`src/rtl/uart_rx_if.sv`:
```
// Host-side bus of the UART receiver: serial input, FIFO pop, error clear
// and the FIFO/status outputs.
interface uart_rx_if #(
  parameter int FIFO_DEPTH = 4
);
  logic                          iRX_DATA;
  logic                          iRD_EN;
  logic                          iERR_CLR;
  logic [7:0]                    oRX_BYTE;
  logic                          oRX_EMPTY;
  logic                          oRX_FULL;
  logic [$clog2(FIFO_DEPTH):0]   oRX_COUNT;
  logic                          oFRAME_ERR;
  logic                          oOVERRUN;
  logic                          oBUSY;

  modport master (
    output iRX_DATA, iRD_EN, iERR_CLR,
    input  oRX_BYTE, oRX_EMPTY, oRX_FULL, oRX_COUNT, oFRAME_ERR, oOVERRUN, oBUSY
  );

  modport slave (
    input  iRX_DATA, iRD_EN, iERR_CLR,
    output oRX_BYTE, oRX_EMPTY, oRX_FULL, oRX_COUNT, oFRAME_ERR, oOVERRUN, oBUSY
  );
endinterface

```
`src/rtl/uart_rx.sv`:
```
// 8N1 UART receiver: mid-bit sampling, stop-bit check, show-ahead FIFO,
// sticky framing/overrun flags.
module uart_rx #(
  parameter int CLKS_PER_BIT = 434,
  parameter int FIFO_DEPTH   = 4
) (
  input  logic      clk,
  input  logic      reset,
  uart_rx_if.slave  bus
);
  localparam int CW   = $clog2(CLKS_PER_BIT);
  localparam int AW   = $clog2(FIFO_DEPTH);
  localparam int HALF = CLKS_PER_BIT / 2;

  typedef enum logic [2:0] {IDLE, START, DATA, STOP, BRK} state_t;

  state_t        state, state_nx;
  logic [CW-1:0] cnt, cnt_nx;
  logic [2:0]    idx, idx_nx;
  logic [7:0]    shift, shift_nx;
  logic          rx_meta, rxs;
  logic          push, frame_set, ovr_set;

  logic [7:0]    mem [FIFO_DEPTH];
  logic [AW-1:0] wp, rp;
  logic [AW:0]   count;
  logic [7:0]    last_q;
  logic          pop, full, frame_err, overrun;

  assign full = (count == (AW+1)'(FIFO_DEPTH));
  assign pop  = bus.iRD_EN && (count != '0);

  // Two-flop synchronizer; idle level is high
  always_ff @(posedge clk or negedge reset) begin
    if (!reset) begin
      rx_meta <= 1'b1;
      rxs     <= 1'b1;
    end else begin
      rx_meta <= bus.iRX_DATA;
      rxs     <= rx_meta;
    end
  end

  // Receiver state register
  always_ff @(posedge clk or negedge reset) begin
    if (!reset) begin
      state <= IDLE;
      cnt   <= '0;
      idx   <= '0;
      shift <= '0;
    end else begin
      state <= state_nx;
      cnt   <= cnt_nx;
      idx   <= idx_nx;
      shift <= shift_nx;
    end
  end

  // Next-state logic; the STOP sample produces push / frame / overrun events
  always_comb begin
    state_nx  = state;
    cnt_nx    = cnt + CW'(1);
    idx_nx    = idx;
    shift_nx  = shift;
    push      = 1'b0;
    frame_set = 1'b0;
    ovr_set   = 1'b0;
    case (state)
      IDLE: begin
        cnt_nx = '0;
        if (!rxs) state_nx = START;
      end
      START: begin
        if (cnt == CW'(HALF - 1)) begin
          cnt_nx   = '0;
          idx_nx   = '0;
          // a start bit gone high again by mid-bit is treated as a glitch
          state_nx = rxs ? IDLE : DATA;
        end
      end
      DATA: begin
        if (cnt == CW'(CLKS_PER_BIT - 1)) begin
          cnt_nx   = '0;
          shift_nx = {rxs, shift[7:1]};
          idx_nx   = idx + 3'd1;
          if (idx == 3'd7) state_nx = STOP;
        end
      end
      STOP: begin
        if (cnt == CW'(CLKS_PER_BIT - 1)) begin
          cnt_nx = '0;
          if (rxs) begin
            // a same-cycle pop frees a slot in a full FIFO
            if (!full || bus.iRD_EN) push = 1'b1;
            else                     ovr_set = 1'b1;
            state_nx = IDLE;
          end else begin
            frame_set = 1'b1;
            state_nx  = BRK;
          end
        end
      end
      BRK: begin
        cnt_nx = '0;
        // hold here so a line stuck low is not read as repeated start bits
        if (rxs) state_nx = IDLE;
      end
      default: state_nx = IDLE;
    endcase
  end

  // Show-ahead FIFO storage, pointers and occupancy
  always_ff @(posedge clk or negedge reset) begin
    if (!reset) begin
      for (int i = 0; i < FIFO_DEPTH; i++) mem[i] <= '0;
      wp     <= '0;
      rp     <= '0;
      count  <= '0;
      last_q <= '0;
    end else begin
      if (push) begin
        mem[wp] <= shift;
        wp      <= wp + AW'(1);
      end
      if (pop) rp <= rp + AW'(1);
      case ({push, pop})
        2'b10:   count <= count + (AW+1)'(1);
        2'b01:   count <= count - (AW+1)'(1);
        default: count <= count;
      endcase
      // remembers the head so the output holds once the FIFO drains
      if (count != '0) last_q <= mem[rp];
    end
  end

  // Sticky error flags; a set in the same cycle as a clear wins
  always_ff @(posedge clk or negedge reset) begin
    if (!reset) begin
      frame_err <= 1'b0;
      overrun   <= 1'b0;
    end else begin
      if (frame_set)         frame_err <= 1'b1;
      else if (bus.iERR_CLR) frame_err <= 1'b0;
      if (ovr_set)           overrun   <= 1'b1;
      else if (bus.iERR_CLR) overrun   <= 1'b0;
    end
  end

  assign bus.oRX_BYTE   = (count != '0) ? mem[rp] : last_q;
  assign bus.oRX_EMPTY  = (count == '0);
  assign bus.oRX_FULL   = full;
  assign bus.oRX_COUNT  = count;
  assign bus.oFRAME_ERR = frame_err;
  assign bus.oOVERRUN   = overrun;
  assign bus.oBUSY      = (state != IDLE);
endmodule

```
`src/flat_wrapper.sv`:
```
// flat-port wrapper written by rule: the top's interface ports become plain ports
module uart_rx_flat 
#(
  parameter int CLKS_PER_BIT = 434,
  parameter int FIFO_DEPTH   = 4
)
  (clk, reset, bus_iRX_DATA, bus_iRD_EN, bus_iERR_CLR, bus_oRX_BYTE, bus_oRX_EMPTY, bus_oRX_FULL, bus_oRX_COUNT, bus_oFRAME_ERR, bus_oOVERRUN, bus_oBUSY);
  uart_rx_if #(.FIFO_DEPTH(FIFO_DEPTH)) bus_i ();
  input  logic clk;
  input  logic reset;
  input wire logic [$bits(bus_i.iRX_DATA)-1:0] bus_iRX_DATA;
  input wire logic [$bits(bus_i.iRD_EN)-1:0] bus_iRD_EN;
  input wire logic [$bits(bus_i.iERR_CLR)-1:0] bus_iERR_CLR;
  output wire logic [$bits(bus_i.oRX_BYTE)-1:0] bus_oRX_BYTE;
  output wire logic [$bits(bus_i.oRX_EMPTY)-1:0] bus_oRX_EMPTY;
  output wire logic [$bits(bus_i.oRX_FULL)-1:0] bus_oRX_FULL;
  output wire logic [$bits(bus_i.oRX_COUNT)-1:0] bus_oRX_COUNT;
  output wire logic [$bits(bus_i.oFRAME_ERR)-1:0] bus_oFRAME_ERR;
  output wire logic [$bits(bus_i.oOVERRUN)-1:0] bus_oOVERRUN;
  output wire logic [$bits(bus_i.oBUSY)-1:0] bus_oBUSY;
  assign bus_i.iRX_DATA = bus_iRX_DATA;
  assign bus_i.iRD_EN = bus_iRD_EN;
  assign bus_i.iERR_CLR = bus_iERR_CLR;
  assign bus_oRX_BYTE = bus_i.oRX_BYTE;
  assign bus_oRX_EMPTY = bus_i.oRX_EMPTY;
  assign bus_oRX_FULL = bus_i.oRX_FULL;
  assign bus_oRX_COUNT = bus_i.oRX_COUNT;
  assign bus_oFRAME_ERR = bus_i.oFRAME_ERR;
  assign bus_oOVERRUN = bus_i.oOVERRUN;
  assign bus_oBUSY = bus_i.oBUSY;
  uart_rx #(.CLKS_PER_BIT(CLKS_PER_BIT), .FIFO_DEPTH(FIFO_DEPTH)) u_core (.clk(clk), .reset(reset), .bus(bus_i));
endmodule
```
`config.mk`:
```
export PLATFORM = sky130hd
export DESIGN_NAME = uart_rx_flat
export DESIGN_NICKNAME = d
export VERILOG_FILES = /design/src/rtl/uart_rx_if.sv /design/src/rtl/uart_rx.sv /design/src/flat_wrapper.sv
export SDC_FILE = /design/constraint.sdc
export NUM_CORES = 1
export LEC_CHECK = 0
export ABC_AREA = 1
export BUFFER_PORTS_ARGS = -buffer_cell sky130_fd_sc_hd__clkbuf_2
export CAP_MARGIN = 20
export CELL_PAD_IN_SITES_DETAIL_PLACEMENT = 1
export CELL_PAD_IN_SITES_GLOBAL_PLACEMENT = 1
export CORE_MARGIN = 2
export CORE_UTILIZATION = 42
export CTS_BUF_LIST = sky130_fd_sc_hd__clkbuf_16
export CTS_CLUSTER_DIAMETER = 150
export DETAILED_ROUTE_END_ITERATION = 8
export GPL_TIMING_DRIVEN = 0
export PLACE_DENSITY_LB_ADDON = 0.1
export SYNTH_ARGS = -nofsm -noshare
export SYNTH_HDL_FRONTEND = slang
export SYNTH_SLANG_ARGS = --single-unit
```
`constraint.sdc`:
```
create_clock -name clk -period 2.4 [get_ports clk]
set_clock_uncertainty 0.15 [all_clocks]
set_input_delay 0.12 -clock clk [delete_from_list [all_inputs] [get_ports clk]]
set_output_delay 0.12 -clock clk [all_outputs]
set_load 0.02 [all_outputs]
```
# --- Word-level counts from Yosys, hierarchy flattened ---
# Index checks and enable logic that the tools add are counted.
word_totals:
  input_bits: 5
  wordCells: 97
  output_inout_bits: 16
  reg_bits: 74
op_classes:
  eq_ne: 16
  bitwise_logic: 2
  n_addsub: 6
  order_cmp: 3
  n_reduce_logical: 17
  muxes: 37
ops:
  columns: ["operator", "count"]
  rows:
  - ["$bwmux 32", 1]
  - ["$mux 8", 4]
  - ["$mux 3", 9]
  - ["$pmux 9 s3", 1]
  - ["$mux 9", 2]
  - ["$bmux 8 s2", 1]
  - ["$demux 8 s2", 1]
  - ["$pmux 3 s5", 1]
  - ["$mux 1", 14]
  - ["$pmux 3 s2", 2]
  - ["$ne 2x1->1 const B", 5]
  - ["$add 9x1->9 const B", 1]
  - ["$eq 3x3->1 const B", 3]
  - ["$eq 9x8->1 const B", 1]
  - ["$eq 9x9->1 const B", 1]
  - ["$reduce_bool 2->1", 4]
  - ["$add 3x1->3 const B", 2]
  - ["$eq 3x2->1 const B", 2]
  - ["$ge 3x3->1 const B", 2]
  - ["$logic_not 3->1", 2]
  - ["$not 2->3", 2]
  - ["$reduce_and 6->1", 1]
  - ["$reduce_bool 3->1", 2]
  - ["$add 2x1->2 const B", 2]
  - ["13 further kinds", 15]

# --- Depth between registers and ports, before layout ---
depth:
  ltp_word: 9
  ltp_mapped: 13
  ltp_nobuf: 13

# --- Worst setup path after synthesis ---
# OpenSTA, ideal clock, no wires.
synth_path:
  kind: "reg2reg"
  from: "register u_core.count[1], in the netlist u_core.bus.oRX_COUNT[1]"
  to: "register u_core.count[2], in the netlist u_core.bus.oRX_COUNT[2]"
  arrival_time_ns: 2.302
  path_stages_with_launch: 10
  period_less_slack_ns: 2.583
  setup_time_ns: 0.131
  path_slack_ns: -0.183
  n_path_buf: 0
  t_required_ns: 2.119
  path_cell_list: "dfrtp_1 nor3_4 nand2_1 nand2_1 ha_1 inv_1 fa_1 a21oi_1 o21ai_0 xor2_1"
synth_between:
  elab_chain_len: 9
  word_cells_on_any_way: 15
  cone_classes: "2 x add/sub; 3 x eq/ne; 5 x mux; 5 x reduce/logical"
synth_lines:
  columns: ["element", "line_no", "source"]
  rows:
  - ["start: declaration", "uart_rx.sv:26", "logic [AW:0] count;"]
  - ["start signal: assignment", "uart_rx.sv:127", "2'b10: count <= count + (AW+1)'(1);"]
  - ["start signal: assignment", "uart_rx.sv:128", "2'b01: count <= count - (AW+1)'(1);"]
  - ["start signal: assignment", "uart_rx.sv:129", "default: count <= count;"]
  - ["$eq 3x3->1 (*)", "uart_rx.sv:30", "assign full = (count == (AW+1)'(FIFO_DEPTH));"]
  - ["net bus_oRX_FULL", "flat_wrapper.sv:16", "output wire logic [$bits(bus_i.oRX_FULL)-1:0] bus_oRX_FULL;"]
  - ["$logic_not 1->1 (*)", "uart_rx.sv:94", "if (!full || bus.iRD_EN) push = 1'b1;"]
  - ["$logic_or 1x1->1 (*)", "uart_rx.sv:94", null]
  - ["$mux 1 (*)", "uart_rx.sv:94", null]
  - ["$mux 1 (*)", "uart_rx.sv:92", "if (rxs) begin"]
  - ["$mux 1 (*)", "uart_rx.sv:90", "if (cnt == CW'(CLKS_PER_BIT - 1)) begin"]
  - ["$mux 1 (*)", "uart_rx.sv:68", "case (state)"]
  - ["$eq 2x1->1 or $eq 2x2->1 (tied branches)", "uart_rx.sv:126", "case ({push, pop})"]
  - ["$pmux 3 s2 or $reduce_bool 2->1 (tied branches)", null, null]
# Mark *: on every way through the listed nets, which the timed path passes. The rest lies on a longest branch.
# A chain may end at the register's enable or synchronous reset.

# --- Final worst setup path ---
layout_path:
  from: "register u_core.count[1], in the netlist u_core.bus.oRX_COUNT[1]"
  to: "output port bus_oRX_BYTE[4]"
layout_between:
  elab_chain_len: 2
layout_lines:
  columns: ["element", "line_no", "source"]
  rows:
  - ["$reduce_bool 3->1", "uart_rx.sv:149", "assign bus.oRX_BYTE = (count != '0) ? mem[rp] : last_q;"]
  - ["$mux 8", "uart_rx.sv:149", null]
  - ["end: declaration", "flat_wrapper.sv:14", "output wire logic [$bits(bus_i.oRX_BYTE)-1:0] bus_oRX_BYTE;"]
# Every way passes these cells.

==> summary.txt <==
Run status
  • Status: finished, final reports clean

Pwr
  • Net Sw Frac: 35.6%
  • Total power: 3.97 mW
  • Net Sw Power: 1.41 mW
  • Peak supply drop: 0.518 mV
  • Internal power: 2.56 mW
  • Sequential group share of total power: 36.3%
  • Power share of the clock group: 33.9%
  • Leakage: 2.08 nW
  • Gate power share: 29.8%
  • Power Density: 937 mW/mm^2

Global route
  • Pin count of the biggest net entering global routing: 65
  • First-pass GRT wire length: 14.4 mm
  • Tot GR Track Use: 21.2%
  • Grt ovf: 0
  • Vias in the first global route: 2781
  • Initial antenna violation count: 0

Logic synthesis
  • Post-synth top area share: 50.8%
  • Number of distinct library cells after synthesis: 33
  • Simple-Gate Fraction of Synth Area: 23.4%
  • Post-Syn Instances: 404
  • Predominant post-synthesis flop cell: dfrtp_1
  • Sequential fraction of the synthesis area: 52.3%
  • Synth Area in XOR/XNOR: 1.98%
  • Compound-cell area share of the yosys netlist: 11.6%
  • Adder-cell share of the synthesized area: 4.09%
  • Post-synth top area cell: dfrtp_1
  • Synth warnings: 0
  • Mux cell area share after synthesis: 0%
  • Post-Synthesis Net Count: 420
  • Syn avg cell area: 8.78 sq um
  • Synth Register Bits: 74
  • Main combinational cell family by area after synthesis: simple AND/OR/NAND/NOR gates
  • Post-synth EDFFs: 0
  • Post-Syn Area: 0.00355 sq mm
  • Share of flip-flops with an asynchronous set or reset: 100%
  • Area contributors post-synth: dfrtp_1, nand2_1, nor2_1

Job
  • Max-cap violations: 0

Cells and area
  • Most common cell after layout, fill and taps aside: nand2_1
  • Post-route cell area: 0.00424 sq mm
  • Final Core Density: 51.6%
  • Layout cells sized above 1: 18.3%
  • Most frequent cells in the layout: nand2_1, dfrtp_1, nor2_1
  • Fillers: 969
  • NumNets Final: 465
  • Antenna diodes: 0
  • Final Non-Filler Cells: 559
  • Area Growth Syn to Fin: 19.5%

CTS
  • CTS HTree Levels: 3
  • Worst skew pair latency: 0.33 ns
  • Root Buffer: clkbuf_16
  • Sink Count: 74
  • CTS Buf Count: 9
  • CTS Buffer Depth: 2
  • TritonCTS clock tree: yes
  • Clock transition at path regs: 0.06 ns

Routing
  • Post-DRT Antenna Nets: 0
  • Met3 Wirelength: 194 um
  • DRC violations left: 0
  • Met2 WL: 4.06 mm
  • Final WL: 8.83 mm
  • DR pass1 iterations: 4
  • Routed length per instance: 15.8 um
  • Wire length on met1: 4.40 mm
  • Vias: 2826
  • Vias/cell: 5.06
  • DRT iter0 DRCs: 81
  • Top sig layer: met4

Setup path
  • Worst-path maximum fanout: 10
  • Crit end category: output port
  • CP startpoint kind: flip-flop
  • Critical path class: reg2out
  • Worst Path Arrival: 2.01 ns
  • Critical Path RT: 2.13 ns

Floorplan
  • Core box area: 0.00822 sq mm
  • Total Die Area: 0.00919 sq mm
  • Initial Util: 43.2%
  • Die X-Extent: 95.9 um
  • Num rows: 33
  • DIE HEIGHT: 95.9 um
  • IO Count: 21

STA
  • Achievable Freq: 439 MHz
  • Fin crit share: 94.9%
  • Setup-failing EPs final: 0
  • Final hold viol count: 0
  • Slew Viols, Final: 0
  • Setup TNS: 0 ns
  • Rel. slew slack: 58.7%
  • Slew @ Worst Pin: 0.618 ns
  • RSZ-0062 raised after global routing: false
  • Fin crit period: 2.28 ns

Place
  • Post-DP Area: 0.00382 sq mm
  • Gpl congestion: 0.760
  • Port Buffers: 20
  • Post-DP HPWL: 6.01 mm
  • Placed cell count: 530

Worst hold path
  • Hold crit path type: in2async
[sequential cells by signal, summed over array words and instances (netlist names)]
name and flops:
u_core.bus.oFRAME_ERR 1, u_core.bus.oOVERRUN 1, u_core.bus.oRX_COUNT 3, u_core.cnt 9, u_core.idx 3, u_core.last_q 8, u_core.mem 32, u_core.rp 2
u_core.rx_meta 1, u_core.rxs 1, u_core.shift 8, u_core.state 3, u_core.wp 2
[stage by stage]
stage	worst slack, ns	hold slack (ns)
CTS	0.0286	0.0456
global placement	-0.00520	0.0571
detailed placement	-0.0422	-0.139
global route	0.0116	0.0686
floorplan	0.00780	-0.326
finish	0.122	0.0465
[routing by layer]
metal	GRT usage (%)	up-vias
met5	0	-
met4	9.05	0
met3	3.05	12
met2	31.7	39
met1	30.7	1382
li1	-	1393
[what timing repair did]
item | CTS | global route
endpoints found under the hold margin | 75 | 0
endpoints found under the setup margin | 10 | 10
buffers inserted | 2 | 7
pin swaps | 2 | 1
resized for setup | 1 | 7
hold buffers | 4 | 0
[power by group through the flow]
stage / clock (mW) / sequential [mW] / combinational (mW)
6_report: 1.35 / 1.44 / 1.18
5_1_grt: 1.42 / 1.45 / 1.32
4_1_cts: 1.38 / 1.44 / 1.15
3_5_place_dp: 0 / 1.45 / 1.14
3_3_place_gp: 0 / 1.45 / 1.11
2_1_floorplan: 0 / 1.47 / 0.739
[path summary, 6_finish.rpt]
path / endpoint / startpoint / slack [ns] / depth (start not counted)
min reg2reg: u_core.rxs / u_core.rx_meta / 0.20 / 0
min in group clk: u_core.rxs / u_core.rx_meta / 0.20 / 0
min: u_core.cnt[2] / reset / 0.05 / 2
max: bus_oRX_BYTE[4] / u_core.bus.oRX_COUNT[1] / 0.12 / 5
max in group asynchronous: u_core.rx_meta / reset / 1.43 / 3
max reg2reg: u_core.bus.oRX_COUNT[1] / u_core.cnt[1] / 0.16 / 11
[cell usage after synthesis, types with 4 or more instances]
cell type  count
nand2_1       89
dfrtp_1       72
nor2_1        63
inv_1         39
o21ai_0       30
o21ai_1       25
nand3_1       13
ha_1          10
a31oi_1        8
o21ai_2        7
xor2_1         6
nand4_1        5
buf_2          4
buf_6          4
nand3_4        4
[critical path, cell delays in order (launching register included)]
cell and delay, ns:
dfrtp_1 0.47, nor3_4 0.32, inv_1 0.19, buf_2 0.23, a31oi_1 0.25, clkbuf_2 0.22
[cell type report]
| cell class | instances | area [sq um] | share of cell area, % |
|---|---|---|---|
| inverters | 43 | 161 | 3.81 |
| clock inverters | 7 | 70.1 | 1.65 |
| flip-flops and latches | 74 | 1860 | 43.8 |
| repair buffers | 34 | 238 | 5.61 |
| clock buffers | 9 | 225 | 5.31 |
| plain buffers | 10 | 75.1 | 1.77 |
| well taps | 105 | 131 | 3.10 |
| multi-input cells | 277 | 1480 | 35.0 |
[cells by family after synthesis]
kind of cell,count (synthesis)
adder cells (fa/ha/maj),11
XOR/XNOR,8
buffers and inverters,53
AO/OA/AOI/OAI,74
flip-flops,74
AND/OR/NAND/NOR,184
No activity file was read; power rests on OpenSTA's default activity.
